==> src/rtl/uart_arb_pkg.sv <==
// Shared types and default sizing for the UART transmit arbiter.
package uart_arb_pkg;

  localparam int UART_ARB_N_REQ  = 4;
  localparam int UART_ARB_DATA_W = 8;

  typedef enum logic [1:0] {
    ST_IDLE = 2'd0,
    ST_LOAD = 2'd1,
    ST_SEND = 2'd2,
    ST_ACK  = 2'd3
  } arb_state_e;

endpackage

==> src/rtl/uart_rr_pick.sv <==
// Round-robin winner selection: search starts at i_ptr, ascends and wraps at N_REQ-1.
module uart_rr_pick
  import uart_arb_pkg::*;
#(
  parameter int N_REQ = UART_ARB_N_REQ
) (
  input  logic [N_REQ-1:0]         i_req,
  input  logic [$clog2(N_REQ)-1:0] i_ptr,
  output logic [N_REQ-1:0]         o_winner,
  output logic [$clog2(N_REQ)-1:0] o_idx,
  output logic                     o_valid
);

  localparam int PTR_W = $clog2(N_REQ);

  int w_j;

  always_comb begin
    o_winner = '0;
    o_idx    = '0;
    o_valid  = 1'b0;
    w_j      = 0;
    for (int i = 0; i < N_REQ; i++) begin
      w_j = int'(i_ptr) + i;
      if (w_j >= N_REQ) w_j = w_j - N_REQ;
      if (!o_valid && i_req[w_j]) begin
        o_valid       = 1'b1;
        o_idx         = PTR_W'(w_j);
        o_winner[w_j] = 1'b1;
      end
    end
  end

endmodule

==> src/rtl/uart_tx_arbiter.sv <==
// Round-robin arbiter sharing one UART transmitter among N_REQ requesters.
// Optional SEND watchdog is enabled by defining UART_ARB_TIMEOUT_EN.
module uart_tx_arbiter
  import uart_arb_pkg::*;
#(
  parameter int N_REQ          = UART_ARB_N_REQ,
  parameter int DATA_W         = UART_ARB_DATA_W,
  parameter int TIMEOUT_CYCLES = 65535
) (
  input  logic                    clk_i,
  input  logic                    rst_i,
  input  logic [N_REQ-1:0]        req_i,
  input  logic [N_REQ*DATA_W-1:0] data_i,
  input  logic                    tx_rdy,
  output logic                    tx_start,
  output logic [DATA_W-1:0]       tx_data_o,
  output logic [N_REQ-1:0]        grant_o,
  output logic [N_REQ-1:0]        ack_o,
  output logic                    busy_o,
  output logic                    err_o
);

  localparam int PTR_W = $clog2(N_REQ);

  if (N_REQ < 2 || N_REQ > 8 || TIMEOUT_CYCLES < 1) begin : g_param_check
    $error("uart_tx_arbiter: N_REQ must be 2..8 and TIMEOUT_CYCLES >= 1");
  end

  arb_state_e        r_state;
  logic [PTR_W-1:0]  r_ptr;
  logic [PTR_W-1:0]  r_win_idx;
  logic [N_REQ-1:0]  r_grant;
  logic [DATA_W-1:0] r_tx_data;

  logic [N_REQ-1:0]  w_pick_winner;
  logic [PTR_W-1:0]  w_pick_idx;
  logic              w_pick_valid;
  logic              w_timeout;
  logic [PTR_W-1:0]  w_ptr_next;

  uart_rr_pick #(.N_REQ(N_REQ)) u_rr_pick (
    .i_req    (req_i),
    .i_ptr    (r_ptr),
    .o_winner (w_pick_winner),
    .o_idx    (w_pick_idx),
    .o_valid  (w_pick_valid)
  );

  assign w_ptr_next = (r_win_idx == PTR_W'(N_REQ - 1)) ? '0 : r_win_idx + 1'b1;

`ifdef UART_ARB_TIMEOUT_EN
  logic [31:0] r_wd;
  logic        r_err;

  assign w_timeout = (r_state == ST_SEND) && !tx_rdy && (r_wd == 32'(TIMEOUT_CYCLES - 1));

  // Counter is zero on the first SEND cycle, so the abort lands after TIMEOUT_CYCLES SEND cycles.
  always_ff @(posedge clk_i or negedge rst_i) begin
    if (!rst_i) begin
      r_wd  <= '0;
      r_err <= 1'b0;
    end else begin
      if (r_state == ST_LOAD)      r_wd <= '0;
      else if (r_state == ST_SEND) r_wd <= r_wd + 32'd1;
      if (w_timeout)               r_err <= 1'b1;
      else if (r_state == ST_ACK)  r_err <= 1'b0;
    end
  end

  assign err_o = r_err;
`else
  assign w_timeout = 1'b0;
  assign err_o     = 1'b0;
`endif

  // Handshake: req_i is a level held until ack_o; tx_start is held through SEND and the frame
  // completes on the first edge that samples tx_rdy=1 while in SEND (tx_rdy is ignored elsewhere).
  always_ff @(posedge clk_i or negedge rst_i) begin
    if (!rst_i) begin
      r_state   <= ST_IDLE;
      r_ptr     <= '0;
      r_win_idx <= '0;
      r_grant   <= '0;
      r_tx_data <= '0;
    end else begin
      case (r_state)
        ST_IDLE: begin
          if (w_pick_valid) begin
            r_state   <= ST_LOAD;
            r_grant   <= w_pick_winner;
            r_win_idx <= w_pick_idx;
            r_tx_data <= data_i[int'(w_pick_idx)*DATA_W +: DATA_W];
          end
        end
        ST_LOAD: r_state <= ST_SEND;
        ST_SEND: begin
          if (tx_rdy || w_timeout) r_state <= ST_ACK;
        end
        ST_ACK: begin
          r_state <= ST_IDLE;
          r_grant <= '0;
          r_ptr   <= w_ptr_next;
        end
        default: r_state <= ST_IDLE;
      endcase
    end
  end

  assign tx_start  = (r_state == ST_SEND);
  assign tx_data_o = r_tx_data;
  assign grant_o   = r_grant;
  assign ack_o     = (r_state == ST_ACK) ? r_grant : '0;
  assign busy_o    = (r_state != ST_IDLE);

endmodule

==> config.mk <==
export PLATFORM = sky130hd
export DESIGN_NAME = uart_tx_arbiter
export DESIGN_NICKNAME = d
export VERILOG_FILES = /design/src/rtl/uart_arb_pkg.sv /design/src/rtl/uart_rr_pick.sv /design/src/rtl/uart_tx_arbiter.sv
export SDC_FILE = /design/constraint.sdc
export NUM_CORES = 1
export LEC_CHECK = 0
export ABC_AREA = 0
export BUFFER_PORTS_ARGS = -buffer_cell sky130_fd_sc_hd__buf_2
export CORE_MARGIN = 4
export CORE_UTILIZATION = 49
export DETAILED_ROUTE_END_ITERATION = 8
export HOLD_SLACK_MARGIN = 0.15
export PLACE_DENSITY_LB_ADDON = 0.25
export SLEW_MARGIN = 25
export SYNTH_ARGS = -nofsm -noshare
export SYNTH_HDL_FRONTEND = slang
export SYNTH_SLANG_ARGS = --single-unit
==> constraint.sdc <==
create_clock -name clk_i -period 3.7 [get_ports clk_i]
set_input_delay 0.185 -clock clk_i [delete_from_list [all_inputs] [get_ports clk_i]]
set_output_delay 0.185 -clock clk_i [all_outputs]
set_load 0.05 [all_outputs]
### Word-level counts from Yosys, hierarchy flattened

Cells that the tools add are included.

| word-level totals | value |
|---|---|
| flip-flop bits (word level) | 18 |
| input bits | 39 |
| output and inout port bits | 19 |
| logic and storage cells | 94 |

| cells by class | value |
|---|---|
| add/sub/neg operators | 8 |
| order comparisons | 12 |
| equal/unequal tests | 6 |
| shifts and indexed selects | 1 |
| mux-type cells | 43 |
| bitwise gates (word level) | 3 |
| reduce and logical (&&, ||, !) cells | 16 |

Operators with widths:

| operator | count |
|---|---|
| >= comparator 32 x 1 -> 1 bit (second input constant) | 4 |
| less-than comparator 32 x 4 -> 1 bit (second input constant) | 4 |
| 2-to-1 mux 32 bit | 4 |
| >= comparator 32 x 4 -> 1 bit (second input constant) | 3 |
| subtractor 32 x 4 -> 32 bit (second input constant) | 3 |
| variable part select 32 x 6 -> 8 bit | 1 |
| 2-to-1 mux 4 bit | 6 |
| 2-to-1 mux 1 bit | 16 |
| 2-to-1 mux 2 bit | 7 |
| bitwise OR 4 bit | 3 |
| binary-select mux 1 bit (select 2 bit) | 4 |
| demux 1 bit (select 2 bit) | 4 |
| case mux 2 bit (4 select lines) | 1 |
| case mux 4 bit (2 select lines) | 1 |
| logical AND 1 bit | 7 |
| adder 2 x 2 -> 3 bit (second input constant) | 2 |
| == test 2 bit (second input constant) | 3 |
| AND reduction 2 bit | 3 |
| nonzero test 2 bit | 2 |
| subtractor 2 x 3 -> 4 bit (second input constant) | 1 |
| adder 2 x 1 -> 3 bit (second input constant) | 1 |
| >= comparator 2 x 3 -> 1 bit (second input constant) | 1 |
| zero test 1 bit | 3 |
| adder 2 x 1 -> 2 bit (second input constant) | 1 |
| 4 further kinds | 4 |

### Longest topological paths before layout

| logic depth | value |
|---|---|
| depth in word-level cells | 17 |
| depth in mapped cells | 13 |
| mapped depth without buffers | 8 |

### Hierarchy

Synthesis repeated with hierarchy kept, for this count alone.

| second synthesis, totals | value |
|---|---|
| cells, all modules | 146 |
| area total of the unflattened synthesis | 1560.2 µm² |

Modules (own cells, without submodules):

| module | times used | cells an instance | area each (µm²) | seq. area each (µm²) |
|---|---|---|---|---|
| uart_tx_arbiter | 1 | 98 | 1099.8 | 450.4 |
| uart_rr_pick | 1 | 48 | 460.4 | 0.0 |

### Least setup slack after synthesis

No wires, ideal clock.

| timing | value |
|---|---|
| kind | register to register |
| start | register r_ptr[0] |
| end | register r_tx_data[0] (netlist: tx_data_o[0]) |
| data arrival time | 2.713 ns |
| data required time | 3.551 ns |
| path slack | 0.838 ns |
| stages on the path, launching flop included | 14 |
| path through | dfrtp_1 buf_6 buf_2 inv_1 ha_1 buf_6 mux4_2 nor2b_2 buf_6 o21ai_4 o21ai_4 buf_12 mux2i_1 o221ai_1 |

| on the way | value |
|---|---|
| word-level cells in the longest chain between the ends | 16 |
| elaborated cells on any way between the ends | 43 |
| those cells by class | add/sub (7); order compare (4); shift (1); mux (24); reduce/logical (7) |

RTL lines:

| item | line | RTL |
|---|---|---|
| start: declaration | uart_tx_arbiter.sv:30 | `logic [PTR_W-1:0] r_ptr;` |
| start signal: assignment | uart_tx_arbiter.sv:102 | `r_ptr <= w_ptr_next;` |
| branches (longest 16 deep; another with subtractor 32 x 4 -> 32 bit) | - |  |
| end signal: assignment | uart_tx_arbiter.sv:92 | `r_tx_data <= data_i[int'(w_pick_idx)*DATA_W +: DATA_W];` |
| end: declaration | uart_tx_arbiter.sv:33 | `logic [DATA_W-1:0] r_tx_data;` |

Several ways; the timed one is not identified. The select of a mux whose other input is x is not followed.
A chain may end at the register's enable or synchronous reset.

### Worst setup path after layout

| timing | value |
|---|---|
| start | register r_ptr[1] |
| end | register r_tx_data[1] (netlist: tx_data_o[1]) |

The elaborated chain is that of the path after synthesis.

==> results.tsv <==
metric	value	unit
vias_per_cell	5.63	
clock-root-buffer	clkbuf_4	
syn_inst	159	
final_nets	257	
max-slew-margin-rel	50.5	%
synth_edf_count	0	
design_area	1840	µm²
cts.path.max_buffers	2	
post-route-drc-count	0	
cts_tree	built	
grt_setup_unrepaired	false	
crit_fanout	16	
p_leak	0.912	nW
synth_cell_types	42	
hold_path.class	in -> reg	
place.gp.congestion	0.804	
die_area	4110	µm²
dpl.cell_count	247	
ys.warnings.count	0	
arrival	3.09	ns
synthesis.nets	207	
post-route-util	60.8	%
power	1.79	mW
h-tree-depth	1	
p_per_area	970	nW/µm²
drv_slew	0	
required	3.84	ns
timing_worst_setup_path_type	reg -> reg	
ant_nets	0	
cts_buffers	3	
peakVddDrop	0.492	mV
die_h	64.1	µm
period_needed	2.95	ns
ios	58	
core-area	3030	µm²
cp-end-kind	flop	
async_reset_ff_share	100	%
grtUsageTotal	17.7	%
grt_max_degree	19	
ys_ff_latch	18	
area_growth	19.2	%
dp_hpwl	2.75	mm
dpl_cell_area	1790	µm²
clk-insertion-delay-late	0.29	ns
tns	0	ns
final_cells	252	
path_clk_slew	0.11	ns
cts.sinks	18	
grt_overflow	0	
antenna_found_initial	0	
start_util	51.0	%
drive_gt1_share	35.6	%
wl	3.55	mm
wire_per_inst	14.1	µm
die_w	64.1	µm
fmax	339	MHz
status	complete, no violations	
timing.final.crit_share	79.7	%
synth.avg_cell_area	9.71	µm²
ctsResizeCount	0	
tightest_slew	0.737	ns
hold_viol	0	
grt_pass1_vias	1403	
fin_skew	0.00443	ns
drt_iter0_markers	60	
antennaDiodeCount	0	
port_buffers	56	
fillers	269	
synth_ff_type	dfrtp_1	
vias	1420	
syn_area	1540	µm²
first_pass_iters	5	
finalSetupViolations	0	
grt_pass1_wl	5.93	mm
maxCapViolCount	0	
yosysSeqAreaShare	29.2	%
row_count	20	
start_kind	flop	
-- per-stage QoR --
stage | worst slack (ns) | hold slack, ns
final | 0.751 | 0.188
after detailed placement | 0.753 | 0.147
after global placement | 0.895 | 0.141
after CTS | 0.743 | 0.185
after global routing | 0.496 | 0.187
after floorplan | 0.838 | -0.111
-- Yosys cell counts, types with 4 or more instances --
cell type  count  area [µm²]
dfrtp_1       18         450
a221o_1        4        40.0
o221ai_1       8        70.1
clkbuf_1       4        15.0
o21ai_0        6        30.0
a22oi_1        4        30.0
nand2_1       14        52.6
nor2_1        10        37.5
mux2i_1       19         190
and2_1         5        31.3
inv_1          8        30.0
ha_1           9         113
a22o_1         4        35.0
a21oi_1        5        25.0
-- final cells by class --
type / count / area (µm²) / area share, %
well taps: 44 / 55.1 / 2.99
flip-flops and latches: 18 / 450 / 24.5
inverters: 8 / 30.0 / 1.63
repair buffers: 59 / 305 / 16.6
clock buffers: 4 / 36.3 / 1.97
multi-input cells: 119 / 963 / 52.3
-- what timing repair did --
item	CTS	global route
hold endpoints to repair	18	0
setup buffers	0	0
hold buffers	1	0
-- path summary, 6_finish.rpt --
path	startpoint	end	slack, ns	cells after the start
max reg2reg	r_ptr[1]$_DFFE_PN0P_	tx_data_o[1]$_DFFE_PN0P_	0.75	8
min reg2reg	r_win_idx[1]$_DFFE_PN0P_	r_win_idx[1]$_DFFE_PN0P_	0.49	2
min in group asynchronous	rst_i	r_ptr[1]$_DFFE_PN0P_	0.35	2
max	r_ptr[1]$_DFFE_PN0P_	tx_data_o[1]$_DFFE_PN0P_	0.75	8
min	data_i[22]	tx_data_o[6]$_DFFE_PN0P_	0.19	3
max in group asynchronous	rst_i	r_ptr[0]$_DFFE_PN0P_	3.06	2
-- per-layer routing --
layer  up-vias  track usage (%)  wire length, µm
li1        687                -                -
met1       668             21.1             1430
met2        57             32.1             1830
met3         8             4.22              236
met4         0             3.43               51
met5         -                0                0
-- worst max-delay path, cell delays in order, from the launching register on --
cell and delay (ns):
dfrtp_1 0.54, inv_1 0.13, ha_1 0.45, mux4_2 0.61
nor2b_2 0.33, o21ai_4 0.09, o21ai_4 0.26, mux2i_1 0.26
o221ai_1 0.13
-- cell usage in the layout (no fill, tap or decap), drive strengths merged, types with 4 or more instances in the layout --
cell / count
buf: 58
mux2i: 19
dfrtp: 18
nand2: 14
nor2: 10
o21ai: 10
ha: 9
inv: 8
o221ai: 8
and2: 5
a21oi: 5
a22oi: 4
a221o: 4
a22o: 4
clkbuf: 4
-- report_power, final --
group / switching [mW] / total, mW / internal (mW)
sequential: 0.0656 / 0.361 / 0.295
clock: 0.0619 / 0.122 / 0.0599
combinational: 0.825 / 1.30 / 0.478
total: 0.952 / 1.79 / 0.833
-- cell families (layout without fill, tap and decap cells) --
| kind of cell | after synthesis | in the layout | synth area share [%] |
|---|---|---|---|
| adders and majority gates | 9 | 9 | 7.29 |
| and+or+nand+nor | 41 | 41 | 13.9 |
| muxes | 25 | 25 | 18.9 |
| buffers and inverters | 22 | 71 | 8.67 |
| DFF | 18 | 18 | 29.2 |
| AOI/OAI and AO/OA | 43 | 43 | 21.8 |
| other | 1 | 1 | 0.243 |
-- sequential cells by signal (all words and copies together) (netlist names) --
| signal | cells |
|---|---|
| r_state | 2 |
| r_win_idx | 2 |
| tx_data_o | 8 |
| grant_o | 4 |
| r_ptr | 2 |
(Power assumes the default switching activity.)
